## src/rtl/minimig_arb_pkg.sv

```systemverilog
// rtl/minimig_arb_pkg.sv - shared types and constants for the minimig bank arbiter
package minimig_arb_pkg;

  typedef enum logic [1:0] {IDLE, ISSUE, WAIT, DONE} arb_state_t;

  localparam logic [1:0] IDX_DMA = 2'd0;
  localparam logic [1:0] IDX_CPU = 2'd1;
  localparam logic [1:0] IDX_AUX = 2'd2;

  localparam logic [7:0] BANK_UNMAPPED = 8'h00;

  function automatic logic [2:0] idx_onehot(input logic [1:0] idx);
    return 3'b001 << idx;
  endfunction

endpackage

```

## src/rtl/minimig_bank_arbiter_if.sv

```systemverilog
// rtl/minimig_bank_arbiter_if.sv - requester-side bus of the bank arbiter, fields packed {aux,cpu,dma}
interface minimig_bank_arbiter_if;
  logic [2:0]  req;
  logic [2:0]  req_we;
  logic [68:0] req_addr;
  logic [47:0] req_wdata;
  logic [23:0] req_bank;
  logic [2:0]  ack;
  logic [2:0]  err;
  logic [15:0] rdata;

  modport master (
    output req, req_we, req_addr, req_wdata, req_bank,
    input  ack, err, rdata
  );

  modport slave (
    input  req, req_we, req_addr, req_wdata, req_bank,
    output ack, err, rdata
  );
endinterface

```

## src/rtl/minimig_bank_arbiter_pick.sv

```systemverilog
// rtl/minimig_bank_arbiter_pick.sv - winner selection: DMA fixed priority, CPU/aux round-robin
module minimig_arb_pick
  import minimig_arb_pkg::*;
(
  input  logic [2:0] req,
  input  logic       last_aux,
  output logic       valid,
  output logic [1:0] idx
);

  always_comb begin
    valid = |req;
    idx   = IDX_DMA;
    if (req[0]) begin
      idx = IDX_DMA;
    end else if (req[1] && req[2]) begin
      idx = last_aux ? IDX_CPU : IDX_AUX;
    end else if (req[1]) begin
      idx = IDX_CPU;
    end else if (req[2]) begin
      idx = IDX_AUX;
    end
  end

endmodule

```

## src/rtl/minimig_bank_arbiter.sv

```systemverilog
// rtl/minimig_bank_arbiter.sv - three-requester memory bank arbiter (IDLE/ISSUE/WAIT/DONE)
// Optional watchdog on outstanding accesses: MINIMIG_BANK_ARB_TIMEOUT_EN.
module minimig_bank_arbiter
  import minimig_arb_pkg::*;
#(
  parameter int unsigned TIMEOUT = 255
) (
  input  logic                        clk,
  input  logic                        reset,
  minimig_bank_arbiter_if.slave       bus,
  output logic                        mem_req,
  output logic                        mem_we,
  output logic [22:0]                 mem_addr,
  output logic [15:0]                 mem_wdata,
  output logic [7:0]                  mem_bank,
  input  logic                        mem_ack,
  input  logic [15:0]                 mem_rdata
);

  if (TIMEOUT < 1 || TIMEOUT > 255) begin : g_bad_timeout
    $error("TIMEOUT must be in 1..255");
  end

  arb_state_t  state, state_nxt;
  logic [1:0]  idx_q;
  logic        err_q;
  logic        last_aux;
  logic [15:0] rdata_q;

  logic        pick_valid;
  logic [1:0]  pick_idx;
  logic        win_we;
  logic [22:0] win_addr;
  logic [15:0] win_wdata;
  logic [7:0]  win_bank;

  minimig_arb_pick u_pick (
    .req      (bus.req),
    .last_aux (last_aux),
    .valid    (pick_valid),
    .idx      (pick_idx)
  );

  always_comb begin
    win_we    = bus.req_we[0];
    win_addr  = bus.req_addr[22:0];
    win_wdata = bus.req_wdata[15:0];
    win_bank  = bus.req_bank[7:0];
    case (pick_idx)
      IDX_CPU: begin
        win_we    = bus.req_we[1];
        win_addr  = bus.req_addr[45:23];
        win_wdata = bus.req_wdata[31:16];
        win_bank  = bus.req_bank[15:8];
      end
      IDX_AUX: begin
        win_we    = bus.req_we[2];
        win_addr  = bus.req_addr[68:46];
        win_wdata = bus.req_wdata[47:32];
        win_bank  = bus.req_bank[23:16];
      end
      default: ;
    endcase
  end

`ifdef MINIMIG_BANK_ARB_TIMEOUT_EN
  localparam logic [7:0] TMO_LAST = 8'(TIMEOUT - 1);
  logic [7:0] tmo_cnt;
  logic       tmo_hit;
  assign tmo_hit = (tmo_cnt == TMO_LAST);
`endif

  always_comb begin
    state_nxt = state;
    case (state)
      IDLE: begin
        if (pick_valid) begin
          state_nxt = (win_bank == BANK_UNMAPPED) ? DONE : ISSUE;
        end
      end
      ISSUE: state_nxt = mem_ack ? DONE : WAIT;
      WAIT: begin
        if (mem_ack) begin
          state_nxt = DONE;
        end
`ifdef MINIMIG_BANK_ARB_TIMEOUT_EN
        else if (tmo_hit) begin
          state_nxt = DONE;
        end
`endif
      end
      DONE:    state_nxt = IDLE;
      default: state_nxt = IDLE;
    endcase
  end

  always_comb begin
    mem_req   = (state == ISSUE);
    bus.ack   = (state == DONE) ? idx_onehot(idx_q) : 3'b000;
    bus.err   = (state == DONE && err_q) ? idx_onehot(idx_q) : 3'b000;
    bus.rdata = rdata_q;
  end

  always_ff @(posedge clk) begin
    if (reset) begin
      state     <= IDLE;
      idx_q     <= IDX_DMA;
      err_q     <= 1'b0;
      last_aux  <= 1'b1;
      mem_we    <= 1'b0;
      mem_addr  <= '0;
      mem_wdata <= '0;
      mem_bank  <= '0;
      rdata_q   <= '0;
`ifdef MINIMIG_BANK_ARB_TIMEOUT_EN
      tmo_cnt   <= '0;
`endif
    end else begin
      state <= state_nxt;
      case (state)
        IDLE: begin
          if (pick_valid) begin
            idx_q     <= pick_idx;
            mem_we    <= win_we;
            mem_addr  <= win_addr;
            mem_wdata <= win_wdata;
            mem_bank  <= win_bank;
            err_q     <= (win_bank == BANK_UNMAPPED);
            if (win_bank == BANK_UNMAPPED) begin
              rdata_q <= '0;
            end
            // DMA grants leave the CPU/aux rotation untouched
            if (pick_idx != IDX_DMA) begin
              last_aux <= (pick_idx == IDX_AUX);
            end
          end
        end
        ISSUE: begin
`ifdef MINIMIG_BANK_ARB_TIMEOUT_EN
          tmo_cnt <= '0;
`endif
          if (mem_ack && !mem_we) begin
            rdata_q <= mem_rdata;
          end
        end
        WAIT: begin
          if (mem_ack) begin
            if (!mem_we) begin
              rdata_q <= mem_rdata;
            end
          end
`ifdef MINIMIG_BANK_ARB_TIMEOUT_EN
          else if (tmo_hit) begin
            err_q   <= 1'b1;
            rdata_q <= 16'hFFFF;
          end else begin
            tmo_cnt <= tmo_cnt + 8'd1;
          end
`endif
        end
        default: ;
      endcase
    end
  end

endmodule

```

## src/flat_wrapper.sv

```systemverilog
// flat-port wrapper written by rule: the top's interface ports become plain ports
module minimig_bank_arbiter_flat import minimig_arb_pkg::*;
#(
  parameter int unsigned TIMEOUT = 255
)
  (clk, reset, mem_req, mem_we, mem_addr, mem_wdata, mem_bank, mem_ack, mem_rdata, bus_req, bus_req_we, bus_req_addr, bus_req_wdata, bus_req_bank, bus_ack, bus_err, bus_rdata);
  minimig_bank_arbiter_if bus_i ();
  input  logic clk;
  input  logic reset;
  output logic mem_req;
  output logic mem_we;
  output logic [22:0] mem_addr;
  output logic [15:0] mem_wdata;
  output logic [7:0] mem_bank;
  input  logic mem_ack;
  input  logic [15:0] mem_rdata;
  input wire logic [$bits(bus_i.req)-1:0] bus_req;
  input wire logic [$bits(bus_i.req_we)-1:0] bus_req_we;
  input wire logic [$bits(bus_i.req_addr)-1:0] bus_req_addr;
  input wire logic [$bits(bus_i.req_wdata)-1:0] bus_req_wdata;
  input wire logic [$bits(bus_i.req_bank)-1:0] bus_req_bank;
  output wire logic [$bits(bus_i.ack)-1:0] bus_ack;
  output wire logic [$bits(bus_i.err)-1:0] bus_err;
  output wire logic [$bits(bus_i.rdata)-1:0] bus_rdata;
  assign bus_i.req = bus_req;
  assign bus_i.req_we = bus_req_we;
  assign bus_i.req_addr = bus_req_addr;
  assign bus_i.req_wdata = bus_req_wdata;
  assign bus_i.req_bank = bus_req_bank;
  assign bus_ack = bus_i.ack;
  assign bus_err = bus_i.err;
  assign bus_rdata = bus_i.rdata;
  minimig_bank_arbiter #(.TIMEOUT(TIMEOUT)) u_core (.clk(clk), .reset(reset), .bus(bus_i), .mem_req(mem_req), .mem_we(mem_we), .mem_addr(mem_addr), .mem_wdata(mem_wdata), .mem_bank(mem_bank), .mem_ack(mem_ack), .mem_rdata(mem_rdata));
endmodule
```

## config.mk

```make
export PLATFORM = sky130hd
export DESIGN_NAME = minimig_bank_arbiter_flat
export DESIGN_NICKNAME = d
export VERILOG_FILES = /design/src/rtl/minimig_arb_pkg.sv /design/src/rtl/minimig_bank_arbiter_if.sv /design/src/rtl/minimig_bank_arbiter_pick.sv /design/src/rtl/minimig_bank_arbiter.sv /design/src/flat_wrapper.sv
export SDC_FILE = /design/constraint.sdc
export NUM_CORES = 1
export LEC_CHECK = 0
export BUFFER_PORTS_ARGS = -buffer_cell sky130_fd_sc_hd__buf_2
export CAP_MARGIN = 30
export CORE_MARGIN = 2
export CORE_UTILIZATION = 25
export CTS_BUF_LIST = sky130_fd_sc_hd__clkbuf_16
export CTS_CLUSTER_SIZE = 8
export DETAILED_ROUTE_END_ITERATION = 12
export GPL_TIMING_DRIVEN = 0
export PLACE_DENSITY = 0.51
export SETUP_SLACK_MARGIN = 0.5
export SYNTH_ARGS = -nofsm -noshare
export SYNTH_HDL_FRONTEND = slang
export SYNTH_SLANG_ARGS = --single-unit
```

## constraint.sdc

```tcl
create_clock -name clk -period 3.7 [get_ports clk]
set_input_delay 0.555 -clock clk [delete_from_list [all_inputs] [get_ports clk]]
set_output_delay 0.555 -clock clk [all_outputs]
set_load 0.02 [all_outputs]
```

Word level (Yosys, flattened, before mapping). Index checks and enable logic that the tools add are counted. Widths: inputs -> output; s select.

Register bits after elaboration: 70. Bits of input ports: 166. Output and inout bits: 71. Logic and storage cells: 55.

Equal/unequal tests: 10. Shift operators: 1. Multiplexer cells: 22. Reductions and logical operators: 13.

Operators by type and width (number): $mux 16 (5); $pmux 16 s3 (1); $pmux 23 s2 (1); $pmux 16 s2 (1); $mux 2 (8); $pmux 8 s2 (1); $logic_not 8->1 (1); $pmux 2 s4 (1); $eq 2x2->1 const B (3); $mux 3 (2); $ne 2x1->1 const B (3); $reduce_and 6->1 (1); $eq 2x1->1 const B (2); $ne 2x2->1 const B (2); $reduce_and 2->1 (2); $logic_and 1x1->1 (3); $reduce_and 3->1 (1); $reduce_bool 3->1 (1); $reduce_or 3->1 (1); $shl 1x2->3 const A (1); $logic_not 2->1 (1); $pmux 1 s2 (1); $reduce_bool 2->1 (1); $logic_not 1->1 (1); $mux 1 (1).

Longest topological paths before layout. Gate-level depths: netlist (run 1).

Depth in word-level cells: 10. Depth in mapped cells: 11. Gate-level depth less buffers: 8.

Hierarchy. Synthesis (run 1) repeated with hierarchy kept, for this count alone.

Cell total of the unflattened synthesis: 503. Area total of the unflattened synthesis: 3955.0 µm².

Modules (own cells, without submodules): minimig_bank_arbiter (instances 1, cells an instance 498, area each 3923.8 µm², sequential area each 1401.3 µm²); minimig_arb_pick (instances 1, cells an instance 5, area each 31.3 µm², sequential area each 0.0 µm²).

Least setup slack after synthesis (run 1). Ideal clock, no wire load.

Path type: input-to-reg. From: in bus_req[2]. To: reg u_core.rdata_q[10], in the netlist u_core.bus.rdata[10]. Library setup time: 0.073 ns. Data arrival time: 2.853 ns. Data required time: 3.627 ns. Slack: 0.774 ns. Cell stages on the path: 11. Path through: inv_1 -> a211oi_1 -> inv_1 -> ha_1 -> clkbuf_1 -> a221oi_1 -> o22ai_2 -> or4_4 -> buf_6 -> buf_6 -> o211ai_2.

Word-level cells in the longest chain between the ends: 9. Elaborated cells between the ends (all ways): 13. Those cells by class: 4 x eq/ne; 5 x mux; 4 x reduce/logical.

Ends and longest elaborated chain: start: declaration (line flat_wrapper.sv:17) `input wire logic [$bits(bus_i.req)-1:0] bus_req;`; $mux 2 (line minimig_bank_arbiter_pick.sv:20) `end else if (req[2]) begin`; $mux 2 (line minimig_bank_arbiter_pick.sv:18) `end else if (req[1]) begin`; $mux 2 (*) (line minimig_bank_arbiter_pick.sv:16) `end else if (req[1] && req[2]) begin`; $mux 2 (*) (line minimig_bank_arbiter_pick.sv:14) `if (req[0]) begin`; net u_core.pick_idx[1] (line minimig_bank_arbiter.sv:31) `logic [1:0] pick_idx;`; $eq 2x2->1 / $eq 2x1->1 (equally long branches) (line minimig_bank_arbiter.sv:49) `case (pick_idx)`; $pmux 8 s2 (*) (line minimig_bank_arbiter.sv:49); $logic_not 8->1 (*) (line minimig_bank_arbiter.sv:129) `if (win_bank == BANK_UNMAPPED) begin`; $ne 2x1->1 (no line) (*); $reduce_and 6->1 (no line) (*); end signal: assignment (line minimig_bank_arbiter.sv:143) `rdata_q <= mem_rdata;`; end signal: assignment (line minimig_bank_arbiter.sv:149) `rdata_q <= mem_rdata;`; end: declaration (line minimig_bank_arbiter.sv:28) `logic [15:0] rdata_q;`.

The timed path passes the listed nets; every way through them passes the cells marked *. A chain may end at the register's enable or synchronous reset.

Final worst setup path (run 1).
From: in bus_req[2]. To: reg u_core.rdata_q[4], in the netlist u_core.bus.rdata[4].

The elaborated chain is that of the path after synthesis.

==> reports/results.txt, run 1 <==
sequential area share after synthesis - 0.328
DP Wirelength - 13,400 um
Async SR Flop Fraction - 0
count leader, synth - nand2_1
initial antenna violation count - 0
first-pass GRT wire length - 26,700 um
RSZ-0062 raised after global routing - false
Final Hold Fails - 0
clock sink count - 70
number of buffers created by CTS - 9
average size of a mapped cell - 7.51 um^2
gr ovfl total - 0
Setup WS pre-CTS - -0.0155 ns
Diodes inserted - 0
Hold Slack - 0.452 ns
via density per instance - 4.75
Hold Path Depth - 2
HP Class - reg -> reg
gr usage total - 0.191
initial core utilization - 0.257
Iteration-0 DRC Markers - 215
Tmin final - 3.00 ns
worst r2r path cells - 10
Synth area leader - dfxtp_1
Design Area, Final - 6070 um^2
vias in the first global route - 5,021
fin nets - 992
vias - 4,955
Worst Path Arrival - 3.27 ns
layout cells sized above 1 - 0.366
Setup CP Type - in -> reg
hold buffers post-CTS - 0
Setup WS post-layout - 0.698 ns
Max-Cap Viols - 0
Mapped Cells - 570
Synth area leaders - dfxtp_1 33%, nand2_1 14%, a22oi_1 7.0%
Post-Syn Area - 4280 um^2
Syn Nets - 744
post-synth top area share - 0.328
Die W - 135 um
synth unique cells - 38
Synth Register Bits - 70
Layout area overhead - 41.8%
First-pass DRT Iterations - 4
ys flop type - dfxtp_1
Clock Root Buffer - clkbuf_16
setup bufs post-CTS - 0
maximum vdd drop - 0.272 mV
Slew HR - 0.332
period utilization - 0.811
WL final - 17,100 um
pins over their slew limit - 0
TNS Setup - 0 ns
Slew @ Worst Pin - 1.00 ns
startpoint types - input pin
Remaining DRCs - 0
critical path data required time - 3.97 ns
Worst Skew - 0.00788 ns
CP Max Fanout - 10
Core ar. - 16,600 um^2
Worst-path clk slew - 0.06 ns
H-tree levels - 3
crit end category - flip-flop
Max Root-Sink Buffers - 2
Cell Pwr Density - 619 nW/um^2
post-cts sizing count - 3
pin count of the biggest net entering global routing - 14
input/output buffers - 236
# IOs - 237
die height - 135 um
die area - 18,200 um^2
Post-DRT Antenna Nets - 0
Post-synth EDFFs - 0
Clk Latency, worst-skew pair - 0.34 ns
WL/cell - 16.4 um
setup violators final - 0
Syn. warnings - 0
# rows - 47
placed cell area - 5740 um^2
Fmax achieved - 333 MHz
Leak Pwr - 2.68 nW
synth cell count leaders - 157 x nand2_1, 70 x dfxtp_1, 51 x a21oi_1
GPL Wtd Cong - 0.784
status - complete, no violations
CTS tree - done
[logic make-up after synthesis]
logic type,Yosys count,synth area share
buffers and inverters,57,0.0576
adder cells (fa/ha/maj),8,0.0234
AND/OR/NAND/NOR,231,0.243
flip-flops,70,0.328
multiplexers,16,0.0421
AO/OA/AOI/OAI,188,0.307
[worst max-delay path: stages]
cell and delay [ns]:
buf_2 0.11, inv_1 0.06, a211oi_2 0.29, inv_1 0.10
ha_1 0.36, clkbuf_2 0.28, a221oi_4 0.31, o22ai_4 0.18
or4_4 0.54, buf_6 0.16, buf_6 0.16, o211ai_2 0.16
[worst paths after layout]
| check | from | end | slack (ns) |
|---|---|---|---|
| max | bus_req[2] | u_core.bus.rdata[4] | 0.70 |
| min | u_core.mem_wdata[1] | u_core.mem_wdata[1] | 0.45 |
| max reg2reg | u_core.last_aux | u_core.bus.rdata[4] | 0.75 |
| min reg2reg | u_core.mem_wdata[1] | u_core.mem_wdata[1] | 0.45 |
[layer usage]
layer  up-vias  part of all wire  track usage
met1      2241              0.43        0.241
met3        14             0.069       0.0428
met5         -                 0            0
met4         0             0.013       0.0509
li1       2511                 -            -
met2       189              0.49        0.328
[state kept, by name (all words and copies together), names as in the netlist]
signal / flops
u_core.mem_bank: 8
u_core.mem_wdata: 16
u_core.err_q: 1
u_core.bus.rdata: 16
u_core.last_aux: 1
u_core.state: 2
u_core.idx_q: 2
u_core.mem_we: 1
u_core.mem_addr: 23
[where the power goes]
group / total [mW] / internal [mW] / switching [mW] / leakage (nW)
registers: 1.08 / 0.953 / 0.122 / 0.573
logic: 1.86 / 0.641 / 1.22 / 1.97
clock network: 0.820 / 0.456 / 0.364 / 0.136
[stage by stage]
step / std cells / power (mW) / utilization
2_1_floorplan: 570 / 2.28 / -
3_3_place_gp: 1026 / 2.95 / 0.345
3_5_place_dp: 1027 / 2.96 / 0.345
4_1_cts: 1043 / 3.80 / 0.362
5_1_grt: 1043 / 4.05 / 0.364
6_report: 1043 / 3.75 / 0.364
[placed cells by master (no fill, tap or decap), types with 3 or more instances in the layout]
| cell type | count |
|---|---|
| a21oi_1 | 51 |
| a221oi_1 | 3 |
| a221oi_2 | 5 |
| a22oi_1 | 40 |
| and2_1 | 20 |
| buf_1 | 3 |
| buf_2 | 239 |
| buf_6 | 3 |
| clkbuf_1 | 39 |
| clkbuf_16 | 9 |
| clkinv_2 | 3 |
| dfxtp_1 | 70 |
| ha_1 | 8 |
| inv_1 | 7 |
| mux2_2 | 16 |
| nand2_1 | 157 |
| nand2b_1 | 18 |
| nor2_1 | 9 |
| nor2b_1 | 9 |
| nor3_1 | 8 |
| nor3b_1 | 3 |
| o211ai_1 | 6 |
| o211ai_2 | 10 |
| o21ai_0 | 42 |
| o41ai_1 | 14 |
[area by class of cell]
type / instances / area (um^2)
Buffer: 50 / 221
Multi-Input combinational cell: 443 / 2680
Tap cell: 220 / 275
Clock buffer: 9 / 225
Inverter: 7 / 26.3
Fill cell: 1837 / 10600
Sequential cell: 70 / 1400
Timing Repair Buffer: 237 / 1190
Clock inverter: 7 / 48.8
Note: power is estimated with default switching activity, not from simulation.
==> inputs of run 2 (changes only) <==
- PLACE_DENSITY: 0.51 -> 0.53
- clock period: 3.7 -> 2.65 ns (I/O delays scaled with it)
==> run 2 against run 1 <==
Largest cell class unchanged. Clock power up 68%. Global-route usage barely moved. Largest power group unchanged. Cell area up 9.3%. Critical path type is now reg -> reg. Utilization up 3.4 points. Non-clock buffer count up 16.
==> reports/results.txt, run 2 (synthesis results as in run 1) <==
max incr delay on CP - 0.56 ns (was 0.54 ns)
Max Root-Sink Buffers - 2 (unchanged)
Worst Skew - 0.00820 ns (was 0.00788 ns)
worst path bufs/invs - 4 (was 6)
Design Area, Final - 6630 um^2 (was 6070 um^2)
input/output buffers - 236 (unchanged)
WL final - 17,300 um (was 17,100 um)
# IOs - 237 (unchanged)
commonest non-fill, non-tap cell in the layout - buf_2 (unchanged)
Tmin final - 2.60 ns
HP Class - in -> reg (was reg -> reg)
Remaining DRCs - 0 (unchanged)
initial core utilization - 0.257 (unchanged)
Worst-path clk slew - 0.06 ns (about the same)
pin count of the biggest net entering global routing - 12 (was 14)
TNS Setup - 0 ns (unchanged)
Worst Path Arrival - 2.86 ns (was 3.27 ns)
GPL Wtd Cong - 0.767 (was 0.784)
die height - 135 um (unchanged)
RSZ-0062 raised after global routing - true (was false)
hold buffers post-CTS - 0 (unchanged)
Largest register FFs - 23 (unchanged)
H-tree levels - 3 (unchanged)
Slew HR - 0.546 (was 0.332)
# rows - 47 (unchanged)
crit-path cells - a211oi_4 -> inv_2 -> ha_4 -> buf_8 -> a221oi_4 -> o22ai_4 -> or4_4 -> buf_6 -> clkbuf_16 -> o211ai_2 (was buf_2 -> inv_1 -> a211oi_2 -> inv_1 -> ha_1 -> clkbuf_2 -> a221oi_4 -> o22ai_4 -> or4_4 -> buf_6 -> buf_6 -> o211ai_2)
vias - 5,087 (was 4,955)
initial antenna violation count - 1 (was 0)
status - complete, no violations (unchanged)
Clk Latency, worst-skew pair - 0.34 ns (about the same)
pins over their slew limit - 0 (unchanged)
Hold Slack - 0.341 ns (was 0.452 ns)
vias in the first global route - 4,897 (was 5,021)
DP Wirelength - 13,200 um (was 13,400 um)
CTS tree - done (unchanged)
critical path data required time - 2.92 ns (was 3.97 ns)
Setup CP Type - reg -> reg (was in -> reg)
placed cell area - 5840 um^2 (was 5740 um^2)
Post-Layout Cell Count - 1,059 (was 1,043)
WL/cell - 16.4 um (about the same)
Iteration-0 DRC Markers - 133 (was 215)
fin nets - 1,008 (was 992)
Max-Cap Viols - 0 (unchanged)
Fmax achieved - 385 MHz
maximum vdd drop - 0.316 mV (was 0.272 mV)
layout cells sized above 1 - 0.431 (was 0.366)
startpoint types - flip-flop (was input pin)
Slew @ Worst Pin - 0.681 ns (was 1.00 ns)
Post-DRT Antenna Nets - 0 (unchanged)
Cell Pwr Density - 856 nW/um^2 (was 619 nW/um^2)
Core ar. - 16,600 um^2 (unchanged)
gr usage total - 0.191 (about the same)
gr ovfl total - 0 (unchanged)
cell count after placement - 1,027 (unchanged)
clock sink count - 70 (unchanged)
Leak Pwr - 2.93 nW (was 2.68 nW)
CP max-delay cell - or4_4 (unchanged)
Final Hold Fails - 0 (unchanged)
setup violators final - 0 (unchanged)
fillcell total - 1,810 (was 1,837)
commonest non-fill, non-tap cells in the layout - 241 x buf_2, 157 x nand2_1, 69 x dfxtp_1 (was 239 x buf_2, 157 x nand2_1, 70 x dfxtp_1)
Diodes inserted - 0 (unchanged)
Layout area overhead - 55.0% (was 41.8%)
crit-path leading delay family - compound AO/OA/AOI/OAI gates (unchanged)
die area - 18,200 um^2 (unchanged)
Clock Root Buffer - clkbuf_16 (unchanged)
Reg with most FFs - u_core.mem_addr (unchanged)
via density per instance - 4.80 (was 4.75)
First-pass DRT Iterations - 4 (unchanged)
period utilization - 0.979
CP Max Fanout - 10 (unchanged)
Die W - 135 um (unchanged)
number of buffers created by CTS - 9 (unchanged)
first-pass GRT wire length - 26,700 um (about the same)
crit end category - flip-flop (unchanged)
==> run 2: through the flow <==
stage | power (mW) | setup WS [ns] | util
final | 5.67 | 0.0549 | 0.398
after global routing | 6.09 | -0.0459 | 0.398
after CTS | 5.66 | 0.0353 | 0.386
after detailed placement | 4.16 | -0.431 | 0.351
after global placement | 4.13 | -0.416 | 0.351
after floorplan | 3.22 | 0.128 | -
==> run 2: final cells by class <==
class                           instances  area [um^2]  share of cell area
Buffer                                 50          328              0.0494
Multi-Input combinational cell        443         2940               0.444
Timing Repair Buffer                  253         1320               0.199
Clock inverter                          7          106              0.0160
Clock buffer                            9          225              0.0340
Tap cell                              220          275              0.0415
Inverter                                7         26.3             0.00396
Sequential cell                        70         1410               0.212
==> run 2: worst paths after layout <==
check,start,endpoint,slack [ns],cells past startpoint
setup / recovery,u_core.last_aux,u_core.bus.rdata[13],0.05,10
hold / removal,mem_rdata[4],u_core.bus.rdata[4],0.34,3
setup reg to reg,u_core.last_aux,u_core.bus.rdata[13],0.05,10
hold reg to reg,u_core.mem_wdata[1],u_core.mem_wdata[1],0.45,2
==> run 2: timing repair <==
| item | 4_1_cts | 5_1_grt |
|---|---|---|
| setup buffers | 11 | 3 |
| pin swaps | 3 | 8 |
| resized for setup | 44 | 53 |
| gates cloned | 1 | 1 |
| endpoints found under the setup margin | 52 | 69 |
==> run 2: power breakdown <==
part | switching, mW | internal [mW]
Clock | 0.469 | 0.908
Sequential | 0.174 | 1.33
Combinational | 1.76 | 1.03
Total | 2.41 | 3.27
==> run 2: metal layers <==
layer,vias to the layer above,wire length (um),GRT usage
li1,2550,-,-
met1,2302,7330,0.243
met2,207,8440,0.320
met3,26,1190,0.0417
met4,2,355,0.0649
met5,-,13,0
==> run 2: worst min-delay path: stages <==
cell and delay, ns:
buf_2 0.10, nand2_1 0.06, o211ai_2 0.07
==> inputs of run 3 (changes only) <==
- ABC_AREA: not set -> 1
- ABC_CLOCK_PERIOD_IN_PS: not set -> 2650
- PLACE_DENSITY: 0.53 -> 0.55
==> run 3 against run 2 <==
Final cell count down 7.5%. Die area shrank 13%. Via count fell by 8.9%. Clock-buffer cell count stayed put. Sequential share of layout area grew 3.2 points. Worst hold slack worse by 0.085 ns. Critical endpoint is now u_core.bus.rdata[11]. Largest power group unchanged.
==> reports/results.txt, run 3 <==
status - complete, no violations (unchanged)
Hold Path Depth - 2 (was 3)
Slew HR - 0.620 (was 0.546)
Crit Reg-Reg Endpoint - u_core.bus.rdata[11] (was u_core.bus.rdata[13])
ys flop type - dfxtp_1 (unchanged)
# rows - 44 (was 47)
H-tree levels - 3 (unchanged)
Hold Slack - 0.256 ns (was 0.341 ns)
sequential area share after synthesis - 0.379 (was 0.328)
CP Max Fanout - 7 (was 10)
WL/cell - 15.2 um (was 16.4 um)
critical path's most frequent cell - nand2_2
count leader, synth - a21oi_1 (was nand2_1)
clock sink count - 70 (unchanged)
register area - 1400 um^2 (was 1410 um^2)
die area - 15,800 um^2 (was 18,200 um^2)
crit-path leading delay family - simple AND/OR/NAND/NOR gates (was compound AO/OA/AOI/OAI gates)
First-pass DRT Iterations - 4 (unchanged)
first-pass GRT wire length - 23,500 um (was 26,700 um)
Post-Syn Area - 3700 um^2 (was 4280 um^2)
Cell Pwr Density - 961 nW/um^2 (was 856 nW/um^2)
Iteration-0 DRC Markers - 152 (was 133)
Worst-path clk slew - 0.06 ns (about the same)
vias in the first global route - 4,452 (was 4,897)
WL final - 14,900 um (was 17,300 um)
worst r2r path cells - 17 (was 10)
DP Wirelength - 11,300 um (was 13,200 um)
Final Hold Fails - 0 (unchanged)
CP max-delay cell - dfxtp_2 (was or4_4)
gr ovfl total - 0 (unchanged)
Synth area leaders - dfxtp_1 38%, a21oi_1 15%, nand2_1 11% (was dfxtp_1 33%, nand2_1 14%, a22oi_1 7.0%)
Synth area leader - dfxtp_1 (unchanged)
crit end category - flip-flop (unchanged)
gr usage total - 0.188 (was 0.191)
Post-DRT Antenna Nets - 0 (unchanged)
Largest register FFs - 23 (unchanged)
Worst Skew - 0.00879 ns (was 0.00820 ns)
hold endpoint - u_core.state[0] (was u_core.bus.rdata[4])
Fmax achieved - 444 MHz (was 385 MHz)
Layout area overhead - 55.5% (was 55.0%)
RR Startpoint - u_core.last_aux (unchanged)
Mapped Cells - 522 (was 570)
Reg with most FFs - u_core.mem_addr (unchanged)
layout cells sized above 1 - 0.415 (was 0.431)
critical path data required time - 2.89 ns (was 2.92 ns)
commonest non-fill, non-tap cell in the layout - buf_2 (unchanged)
Slew @ Worst Pin - 0.570 ns (was 0.681 ns)
CTS tree - done (unchanged)
Remaining DRCs - 0 (unchanged)
die height - 126 um (was 135 um)
commonest non-fill, non-tap cells in the layout - 239 x buf_2, 108 x a21oi_1, 96 x nand2_1 (was 241 x buf_2, 157 x nand2_1, 69 x dfxtp_1)
GPL Wtd Cong - 0.771 (was 0.767)
Tmin final - 2.25 ns (was 2.60 ns)
Synth Register Bits - 70 (unchanged)
maximum vdd drop - 0.401 mV (was 0.316 mV)
# IOs - 237 (unchanged)
synth unique cells - 24 (was 38)
Worst Path Arrival - 2.49 ns (was 2.86 ns)
HP Class - in -> reg (unchanged)
Clk Latency, worst-skew pair - 0.34 ns (about the same)
number of buffers created by CTS - 9 (unchanged)
area occupied by multi-input gates - 2150 um^2 (was 2940 um^2)
setup violators final - 0 (unchanged)
Max Root-Sink Buffers - 2 (unchanged)
Die W - 126 um (was 135 um)
via density per instance - 4.73 (was 4.80)
Setup CP Type - reg -> reg (unchanged)
Final Util - 0.398 (about the same)
startpoint types - flip-flop (unchanged)
period utilization - 0.849 (was 0.979)
Core ar. - 14,500 um^2 (was 16,600 um^2)
Hold Startpoint - reset (was mem_rdata[4])
average size of a mapped cell - 7.09 um^2 (was 7.51 um^2)
Async SR Flop Fraction - 0 (unchanged)
initial antenna violation count - 0 (was 1)
Syn. warnings - 0 (unchanged)
Max-Cap Viols - 0 (unchanged)
post-synth top area share - 0.379 (was 0.328)
total power - 5.53 mW (was 5.67 mW)
RSZ-0062 raised after global routing - true (unchanged)
worst path bufs/invs - 5 (was 4)
fillcell total - 1,609 (was 1,810)
flop-to-flop setup slack - 0.40 ns (was 0.05 ns)
Post-synth EDFFs - 0 (unchanged)
pins over their slew limit - 0 (unchanged)
pin count of the biggest net entering global routing - 13 (was 12)
synth cell count leaders - 110 x a21oi_1, 105 x nand2_1, 70 x dfxtp_1 (was 157 x nand2_1, 70 x dfxtp_1, 51 x a21oi_1)
Diodes inserted - 0 (unchanged)
crit-path cells - nand2_2 -> and3_4 -> inv_4 -> ha_4 -> buf_6 -> inv_6 -> buf_6 -> or2_0 -> nand2_2 -> nand2_2 -> nor2_4 -> nand2_2 -> nand2_4 -> buf_6 -> nand3_4 -> nand2_2 -> nor2_1 (was a211oi_4 -> inv_2 -> ha_4 -> buf_8 -> a221oi_4 -> o22ai_4 -> or4_4 -> buf_6 -> clkbuf_16 -> o211ai_2)
max incr delay on CP - 0.33 ns (was 0.56 ns)
Leak Pwr - 2.77 nW (was 2.93 nW)
fin nets - 965 (was 1,008)
Clock Root Buffer - clkbuf_16 (unchanged)
input/output buffers - 236 (unchanged)
vias - 4,633 (was 5,087)
Syn Nets - 696 (was 744)
initial core utilization - 0.256 (was 0.257)
[run 3: layer usage]
metal | GRT usage | share of wire
met1 | 0.228 | 0.43
met2 | 0.326 | 0.49
met3 | 0.0544 | 0.069
met4 | 0.0490 | 0.013
met5 | 0 | 0
[run 3: layout make-up]
cell class	instances	area share
multi-input combinational	388	0.374
sequential	70	0.244
timing repair buffer	258	0.235
buffer	46	0.0441
tap	184	0.0400
clock buffer	9	0.0391
inverter	18	0.0130
clock inverter	7	0.0113
[run 3: metrics by stage]
step	setup slack (ns)	instance area, um^2	cells	TNS (ns)
after floorplan	0.500	3740	522	0
after global placement	-0.0104	5150	942	-0.0842
after detailed placement	-0.0113	5150	942	-0.0607
after CTS	0.379	5620	974	0
after global routing	0.281	5760	980	0
final	0.400	5760	980	0
[run 3: what timing repair did]
item | in CTS | in global routing
setup buffers | 13 | 6
gates cloned | 3 | 0
pin swaps | 8 | 13
setup endpoints to repair | 56 | 67
resized for setup | 18 | 46
hold buffers | 0 | 0
[run 3: where the power goes]
part / internal (mW) / total, mW / leakage, nW / switching (mW)
clock: 0.721 / 1.19 / 0.143 / 0.473
sequential: 1.42 / 1.63 / 0.580 / 0.207
combinational: 0.977 / 2.71 / 2.05 / 1.73
[run 3: how the worst max path moves through the flow]
stage,depth (start not counted),startpoint,slack [ns],endpoint
floorplan,17,bus_req[1],0.50,u_core.bus.rdata[5]
global placement,16,bus_req[2],-0.01,u_core.bus.rdata[12]
detailed placement,16,bus_req[2],-0.01,u_core.bus.rdata[0]
CTS,17,u_core.last_aux,0.38,u_core.bus.rdata[0]
global route,17,u_core.last_aux,0.28,u_core.bus.rdata[2]
finish,17,u_core.last_aux,0.40,u_core.bus.rdata[11]
[run 3: logic make-up (layout without fill, tap and decap cells)]
group                    count (synthesis)  after routing  share of synthesized area
adder cells (fa/ha/maj)                  8              8                     0.0270
buffers and inverters                   64            338                     0.0754
flip-flops                              70             70                      0.379
AND/OR/NAND/NOR                        172            172                      0.196
AO/OA/AOI/OAI                          208            208                      0.323
[run 3: worst register-to-register path, delay by kind of cell, from the launching register on]
kind                       cells  cell delay [ns]
adders and majority gates      1             0.25
buffers and inverters          5             0.45
DFF                            1             0.33
and+or+nand+nor               11             1.12
